`config.mk`:
```
export PLATFORM = sky130hd
export DESIGN_NAME = display_scan_bcd
export DESIGN_NICKNAME = d
export VERILOG_FILES = /design/src/rtl/display_pkg.sv /design/src/rtl/bin16_to_bcd_seq.sv /design/src/rtl/display_scan_bcd.sv
export SDC_FILE = /design/constraint.sdc
export NUM_CORES = 1
export LEC_CHECK = 0
export ABC_AREA = 1
export ABC_CLOCK_PERIOD_IN_PS = 1900
export CORE_MARGIN = 3
export CORE_UTILIZATION = 45
export DETAILED_ROUTE_END_ITERATION = 7
export PLACE_DENSITY = 0.76
export SETUP_SLACK_MARGIN = 0.4
export SLEW_MARGIN = 0
export SYNTH_ARGS = -nofsm -noshare
export SYNTH_HDL_FRONTEND = slang
export SYNTH_HIERARCHICAL = 1
export SYNTH_SLANG_ARGS = --single-unit
```
`constraint.sdc`:
```
create_clock -name clk_i -period 1.9 [get_ports clk_i]
set_input_delay 0.38 -clock clk_i [delete_from_list [all_inputs] [get_ports clk_i]]
set_output_delay 0.38 -clock clk_i [all_outputs]
set_load 0.02 [all_outputs]
```
`src/rtl/display_pkg.sv`:
```
// Shared types and constants for the display scan / BCD front end.
package display_pkg;

  typedef enum logic [1:0] {
    IDLE   = 2'd0,
    SHIFT  = 2'd1,
    COMMIT = 2'd2
  } disp_state_e;

  localparam int          DIGITS   = 4;
  localparam int          NIBBLE_W = 4;
  localparam logic [15:0] DEC_MAX  = 16'd9999;
  localparam logic [15:0] DEC_SAT  = 16'h9999;

  // Double-dabble correction: every BCD digit >= 5 gets +3 before the shift.
  function automatic logic [15:0] add3_nibbles(input logic [15:0] v);
    logic [15:0] r;
    r = v;
    for (int k = 0; k < DIGITS; k++) begin
      if (v[k*NIBBLE_W +: NIBBLE_W] >= 4'd5)
        r[k*NIBBLE_W +: NIBBLE_W] = v[k*NIBBLE_W +: NIBBLE_W] + 4'd3;
    end
    return r;
  endfunction

endpackage

```
`src/rtl/bin16_to_bcd_seq.sv`:
```
// Sequential 16-bit binary to 4-digit BCD converter, one shift-add-3 step per cycle.
module bin16_to_bcd_seq
  import display_pkg::*;
(
  input  logic        clk_i,
  input  logic        reset,
  input  logic        start,
  input  logic [15:0] bin,
  output logic        busy,
  output logic        done,
  output logic [15:0] bcd
);

  logic [15:0] sh_q;
  logic [15:0] bcd_q;
  logic [15:0] bcd_adj;
  logic [4:0]  iter_q;
  logic        busy_q;

  assign bcd_adj = add3_nibbles(bcd_q);

  always_ff @(posedge clk_i or negedge reset) begin
    if (!reset) begin
      sh_q   <= '0;
      bcd_q  <= '0;
      iter_q <= '0;
      busy_q <= 1'b0;
    end else if (start) begin
      sh_q   <= bin;
      bcd_q  <= '0;
      iter_q <= '0;
      busy_q <= 1'b1;
    end else if (busy_q) begin
      bcd_q  <= {bcd_adj[14:0], sh_q[15]};
      sh_q   <= {sh_q[14:0], 1'b0};
      iter_q <= iter_q + 5'd1;
      if (iter_q == 5'd15)
        busy_q <= 1'b0;
    end
  end

  // done is high in the cycle whose edge performs the 16th iteration,
  // so bcd is final on the following cycle.
  assign busy = busy_q;
  assign done = busy_q && (iter_q == 5'd15);
  assign bcd  = bcd_q;

endmodule

```
`src/rtl/display_scan_bcd.sv`:
```
// Display front end: per-frame snapshot, optional BCD conversion, and
// time-multiplexed digit scan with leading-zero blanking.
//
// state  | meaning
// IDLE   | waiting for a frame start, display register stable
// SHIFT  | BCD engine running 16 shift-add-3 iterations
// COMMIT | write display register and ovf, back to IDLE
module display_scan_bcd
  import display_pkg::*;
#(
  parameter int REFRESH_DIV   = 100000,
  parameter bit BLANK_LEADING = 1'b1
) (
  input  logic        clk_i,
  input  logic        reset,
  input  logic [15:0] count,
  input  logic        dec_mode,
  output logic [3:0]  digit_select,
  output logic [3:0]  digit_nibble,
  output logic        ovf
);

  localparam int               CNT_W    = $clog2(REFRESH_DIV);
  localparam logic [CNT_W-1:0] CNT_LAST = CNT_W'(REFRESH_DIV - 1);

  disp_state_e      state_q, state_nxt;
  logic [CNT_W-1:0] refresh_cnt;
  logic [1:0]       idx_q, idx_nxt;
  logic             scan_on_q, scan_on_nxt;
  logic             start_pending_q;
  logic             go_q;
  logic [15:0]      snap_q;
  logic             mode_q;
  logic [15:0]      disp_q, disp_nxt;
  logic             ovf_q, ovf_nxt;
  logic [3:0]       sel_q, sel_nxt;
  logic [3:0]       nib_q, nib_nxt;
  logic             tick;
  logic             frame_start;
  logic             eng_start, eng_busy, eng_done;
  logic [15:0]      eng_bcd;
  logic [3:0]       lead_zero;
  logic             digit_on;

  bin16_to_bcd_seq u_bcd (
    .clk_i (clk_i),
    .reset (reset),
    .start (eng_start),
    .bin   (snap_q),
    .busy  (eng_busy),
    .done  (eng_done),
    .bcd   (eng_bcd)
  );

  // The first tick only switches scanning on at digit 0; later ticks advance.
  assign tick        = (refresh_cnt == CNT_LAST);
  assign scan_on_nxt = scan_on_q | tick;
  assign idx_nxt     = (tick && scan_on_q) ? idx_q + 2'd1 : idx_q;
  assign frame_start = start_pending_q | (tick & scan_on_q & (idx_q == 2'd3));

  always_comb begin
    state_nxt = state_q;
    eng_start = 1'b0;
    disp_nxt  = disp_q;
    ovf_nxt   = ovf_q;
    case (state_q)
      IDLE: begin
        if (go_q && !eng_busy) begin
          if (mode_q) begin
            state_nxt = SHIFT;
            eng_start = 1'b1;
          end else begin
            state_nxt = COMMIT;
          end
        end
      end
      SHIFT: begin
        if (eng_done)
          state_nxt = COMMIT;
      end
      COMMIT: begin
        if (!mode_q) begin
          disp_nxt = snap_q;
          ovf_nxt  = 1'b0;
        end else if (snap_q > DEC_MAX) begin
          disp_nxt = DEC_SAT;
          ovf_nxt  = 1'b1;
        end else begin
          disp_nxt = eng_bcd;
          ovf_nxt  = 1'b0;
        end
        state_nxt = IDLE;
      end
      default: state_nxt = IDLE;
    endcase
  end

  // Outputs are registered from next-cycle values so they track the slot edge.
  always_comb begin
    lead_zero[3] = (disp_nxt[15:12] == 4'd0);
    lead_zero[2] = lead_zero[3] && (disp_nxt[11:8] == 4'd0);
    lead_zero[1] = lead_zero[2] && (disp_nxt[7:4] == 4'd0);
    lead_zero[0] = 1'b0;
    digit_on     = scan_on_nxt && !(BLANK_LEADING && lead_zero[idx_nxt]);
    sel_nxt      = digit_on ? ~(4'b0001 << idx_nxt) : 4'b1111;
    nib_nxt      = disp_nxt[idx_nxt*NIBBLE_W +: NIBBLE_W];
  end

  always_ff @(posedge clk_i or negedge reset) begin
    if (!reset)
      state_q <= IDLE;
    else
      state_q <= state_nxt;
  end

  always_ff @(posedge clk_i or negedge reset) begin
    if (!reset) begin
      refresh_cnt     <= '0;
      idx_q           <= '0;
      scan_on_q       <= 1'b0;
      start_pending_q <= 1'b1;
      go_q            <= 1'b0;
      snap_q          <= '0;
      mode_q          <= 1'b0;
      disp_q          <= '0;
      ovf_q           <= 1'b0;
      sel_q           <= 4'b1111;
      nib_q           <= '0;
    end else begin
      refresh_cnt     <= tick ? '0 : refresh_cnt + CNT_W'(1);
      idx_q           <= idx_nxt;
      scan_on_q       <= scan_on_nxt;
      start_pending_q <= 1'b0;
      go_q            <= frame_start;
      if (frame_start) begin
        snap_q <= count;
        mode_q <= dec_mode;
      end
      disp_q <= disp_nxt;
      ovf_q  <= ovf_nxt;
      sel_q  <= sel_nxt;
      nib_q  <= nib_nxt;
    end
  end

  assign digit_select = sel_q;
  assign digit_nibble = nib_q;
  assign ovf          = ovf_q;

endmodule
```
==> results by stage <==
Layout:
- Relative to the synthesized area, the layout overhead comes to 28.72%.
- The fraction of layout cells with a size suffix above 1 is 27.85%.
- The layout filler cell count is 862.
- The storage element area is 0.002614 mm².
- The multi-input combinational cells in the finished layout cover a total of 0.002486 mm².
- The number of antenna diodes in the final layout is 0.
- The net count of the finished layout is 756.

CTS:
- The later pin in the worst-skew pair is clocked with a latency of 0.35 ns.
- The number of clock buffers added by TritonCTS is 9.
- The buffer levels on the longest clock path is 2.
- The clock-pin transition on the worst setup and hold timing paths is 0.07 ns.
- TritonCTS built the clock tree.
- For this design, the sink count on the clock tree is 104.
- Buffers inserted to repair hold after CTS numbered 0.
- The clock tree root buffer cell is sky130_fd_sc_hd__clkbuf_16.
- The number of levels the H-tree was split into is 3.

Worst setup path:
- The startpoint identified for the worst register-to-register timing path is snap_q[12]$_DFFE_PN0P_.
- Traced cell by cell, the critical path runs through inv_2, nand2_4, a21oi_4, nand2_4, buf_6, o21ai_2, nand2_2, nor2_1, nand2_1, nand2_1, nand3_2, nand3_1.
- In this run the worst path has a maximum fanout of 5.
- The endpoint of the lowest-slack register-to-register path is digit_select[1]$_DFF_PN1_.
- The number of buffer and inverter stages on the critical path is 2.
- The setup path with the least slack is of type register to register.
- The worst setup path is launched from a register.
- On the worst path, the slowest cell contributes a delay of 0.42 ns.
- Data on the critical path is required at its endpoint by 2.18 ns.
- The minimum setup slack among reg-to-reg paths is 0.11 ns.
- The worst setup path is captured at a register.
- Broken down by cell family, the worst path's largest delay share belongs to simple AND/OR/NAND/NOR gates.
- The slowest cell on the critical path is sky130_fd_sc_hd__dfrtp_1.
- Measured in cells, the most critical reg-to-reg path has a length of 12.
- The arrival time at the worst endpoint is 2.07 ns.

Synthesis:
- For this run, the leading register cell type out of synthesis is sky130_fd_sc_hd__dfrtp_1.
- The number of warnings printed during yosys synthesis is 6.
- The sequential area share after synthesis is 49.82%.
- In this run, synthesis produced a sequential element count of 104.
- The combined area of all synthesized cells is 0.005236 mm².
- The async set or reset register ratio after synthesis is 100.0%.
- The count of unique library cells instantiated by Yosys is 41.
- The share of Yosys cell area claimed by the top area cell type is 47.31%.
- The cell taking the most area after synthesis is sky130_fd_sc_hd__dfrtp_1.
- The number of instances in the synthesized netlist is 638.
- The synthesized area per cell is 8.207 µm².
- The number of flops mapped to enable cells by yosys is 0.
- The number of nets produced by synthesis is 669.
- In the post-synthesis netlist, the biggest area contributors are sky130_fd_sc_hd__dfrtp_1, sky130_fd_sc_hd__nand2_1, sky130_fd_sc_hd__inv_1.

Detailed routing:
- Summed over all layers, the routed wires come to 14.43 mm.
- The remaining antenna violation count is 0.
- The routed wire length per instance is 16.60 µm.
- In this run, the number of DRC markers left after iteration 0 of detailed routing was 475.
- The routed via count divided by cell count is 5.547.
- The overall via count from detail_route is 4820.
- The pre-antenna-repair detailed-routing pass consisted of 5 iterations.
- After detailed routing, the number of remaining DRC violations is 0.

Run status:
- The flow ran to the end, but the final reports show violations.
- The checks that failed: hold timing.

Power:
- The power density over the cells is 1278 mW/mm².
- VDD sags by at most 0.9609 mV.
- The design draws 8.611 mW.
- For this design the static power due to leakage is 3.272 nW.

STA:
- Timing would allow up to 558.4 MHz.
- The smallest setup slack after layout is 0.1092 ns.
- The final hold violation count is 8.
- The count of pins over their slew limit was 0.
- Setup repair after global routing could not meet its margin everywhere.
- The post-route worst hold slack is -0.004264 ns.
- The part of the cycle the worst path needs is 94.25%.
- The worst clock skew is 0.008888 ns.
- The setup violation total in the final timing report is 0.
- For the finished layout, the period the worst path requires is 1.791 ns.

Global route:
- The via count of the first global-routing pass is 4715.
- Global routing used 22.20% of the available tracks across all layers.
- The largest net degree at the start of global routing is 41.
- The initial antenna violation count is 0.
- The total global routing overflow is 0.
- The first global-routing pass estimated 22.85 mm of wire.

Placement:
- Detailed placement ended at an HPWL of 9.333 mm.
- Buffers placed on the I/O ports in this run total 27.
- The global placer's final weighted congestion is 0.8875.
- Before CTS, the worst setup slack after placement is -0.08337 ns.

Floorplanning:
- Once the floorplan was initialized, standard cells occupied 47.06% of the core.
- The die span in x is 113.9 µm.
- The area of the core is 0.01113 mm².
- 28 I/O pins were placed.
- The die is 113.9 µm tall.
- The floorplan step defined a die boundary enclosing 0.01297 mm².
- After floorplanning, the core was divided into 38 placement rows.

Job:
- Max-cap violations in this run came to 0.

Hold path:
- The kind of path behind the tightest hold check is input port to async pin.
Yosys cell counts, types with 2 or more instances:
library cell	instances
sky130_fd_sc_hd__a21oi_1	35
sky130_fd_sc_hd__a22oi_1	14
sky130_fd_sc_hd__buf_2	9
sky130_fd_sc_hd__buf_4	3
sky130_fd_sc_hd__buf_6	3
sky130_fd_sc_hd__clkbuf_1	2
sky130_fd_sc_hd__dfrtp_1	99
sky130_fd_sc_hd__dfstp_2	5
sky130_fd_sc_hd__ha_1	12
sky130_fd_sc_hd__inv_1	79
sky130_fd_sc_hd__inv_2	10
sky130_fd_sc_hd__mux2_1	3
sky130_fd_sc_hd__nand2_1	174
sky130_fd_sc_hd__nand2_2	11
sky130_fd_sc_hd__nand3_1	35
sky130_fd_sc_hd__nand3_2	3
sky130_fd_sc_hd__nand3b_1	3
sky130_fd_sc_hd__nand4_1	15
sky130_fd_sc_hd__nor2_1	46
sky130_fd_sc_hd__nor2_2	6
sky130_fd_sc_hd__nor2_4	3
sky130_fd_sc_hd__nor3_2	2
sky130_fd_sc_hd__o21ai_0	38
sky130_fd_sc_hd__o21bai_1	3
sky130_fd_sc_hd__o22ai_1	6
sky130_fd_sc_hd__or2_2	4
metrics by stage:
stage | hold WS (ns) | instances | util (%) | setup TNS [ns] | instance area (µm²)
floorplan | 0.08441 | 638 | - | 0 | 5253
global placement | 0.3639 | 813 | 52.24 | 0 | 5812
detailed placement | 0.3693 | 813 | 52.24 | -0.6200 | 5812
CTS | 0.003676 | 856 | 58.15 | 0 | 6470
global route | 0.02190 | 869 | 60.58 | -0.1104 | 6740
finish | -0.004264 | 869 | 60.58 | 0 | 6740
routing by layer:
layer | vias up | track usage, % | wire length, µm
met1 | 2342 | 28.84 | 5824
met3 | 27 | 3.926 | 1092
li1 | 2236 | - | -
met5 | - | 0 | 0
met2 | 215 | 38.20 | 7232
met4 | 0 | 6.334 | 279
placed cells by master (no fill, tap or decap), types with 8 or more instances in the layout:
| cell | n |
|---|---|
| sky130_fd_sc_hd__nand2_1 | 157 |
| sky130_fd_sc_hd__dfrtp_1 | 95 |
| sky130_fd_sc_hd__inv_1 | 70 |
| sky130_fd_sc_hd__buf_4 | 51 |
| sky130_fd_sc_hd__nor2_1 | 33 |
| sky130_fd_sc_hd__a21oi_1 | 31 |
| sky130_fd_sc_hd__nand3_1 | 29 |
| sky130_fd_sc_hd__o21ai_0 | 26 |
| sky130_fd_sc_hd__nand2_2 | 21 |
| sky130_fd_sc_hd__clkdlybuf4s50_1 | 17 |
| sky130_fd_sc_hd__nor2_2 | 15 |
| sky130_fd_sc_hd__nand4_1 | 15 |
| sky130_fd_sc_hd__inv_2 | 14 |
| sky130_fd_sc_hd__a22oi_1 | 12 |
| sky130_fd_sc_hd__nor2_4 | 10 |
| sky130_fd_sc_hd__ha_1 | 9 |
| sky130_fd_sc_hd__clkbuf_16 | 9 |
| sky130_fd_sc_hd__nand3_2 | 8 |
cell families (layout without fill, tap and decap cells):
kind of cell	after synthesis	count (layout)	synth area share (%)
other	1	1	0.07162
DFF	104	104	49.82
adders and majority gates	12	12	2.867
buffers and inverters	106	194	8.459
xor gates and xnor gates	2	2	0.3346
AOI/OAI and AO/OA	106	106	11.92
and+or+nand+nor	303	306	25.66
muxes	4	4	0.8602
repair_timing:
item                       4_1_cts  5_1_grt
hold endpoints to repair         0        0
buffers inserted                24       13
gates resized for setup         67       63
pin swaps                       21       28
gates cloned                     4        0
setup endpoints to repair       85       93
power breakdown:
group	leakage, nW	switching [mW]	internal [mW]
combinational	1.85	2.14	1.33
clock	0.139	0.787	1.05
sequential	1.29	0.461	2.85
total	3.27	3.39	5.22
area by class of cell:
type                            count  area share [%]
Clock buffer                       12           3.657
Clock inverter                      3          0.6311
Inverter                           89           5.179
Multi-Input combinational cell    431           36.89
Sequential cell                   104           38.78
Tap cell                          140           2.599
Timing Repair Buffer               90           12.27
how the worst max path moves through the flow:
stage                                          from                         to  slack (ns)  depth (start not counted)
after floorplan            refresh_cnt[0]$_DFF_PN0_     snap_q[10]$_DFFE_PN0P_        0.13                         11
after global placement     refresh_cnt[0]$_DFF_PN0_      snap_q[1]$_DFFE_PN0P_        0.04                         10
after detailed placement   refresh_cnt[0]$_DFF_PN0_      snap_q[1]$_DFFE_PN0P_       -0.08                         10
after CTS                  refresh_cnt[0]$_DFF_PN0_     snap_q[10]$_DFFE_PN0P_        0.14                         10
after global routing      refresh_cnt[14]$_DFF_PN0_  digit_select[0]$_DFF_PN1_       -0.05                         13
final                        snap_q[12]$_DFFE_PN0P_  digit_select[1]$_DFF_PN1_        0.11                         12
sequential cells by signal, summed over array words and instances, names as in the netlist:
name             count
digit_nibble         4
digit_select         4
disp_q              16
go_q                 1
idx_q                2
mode_q               1
ovf                  1
refresh_cnt         17
scan_on_q            1
snap_q              16
start_pending_q      1
state_q              2
u_bcd/bcd           16
u_bcd/busy           1
u_bcd/iter_q         5
u_bcd/sh_q          16
Power figures use the tool's default switching activity.
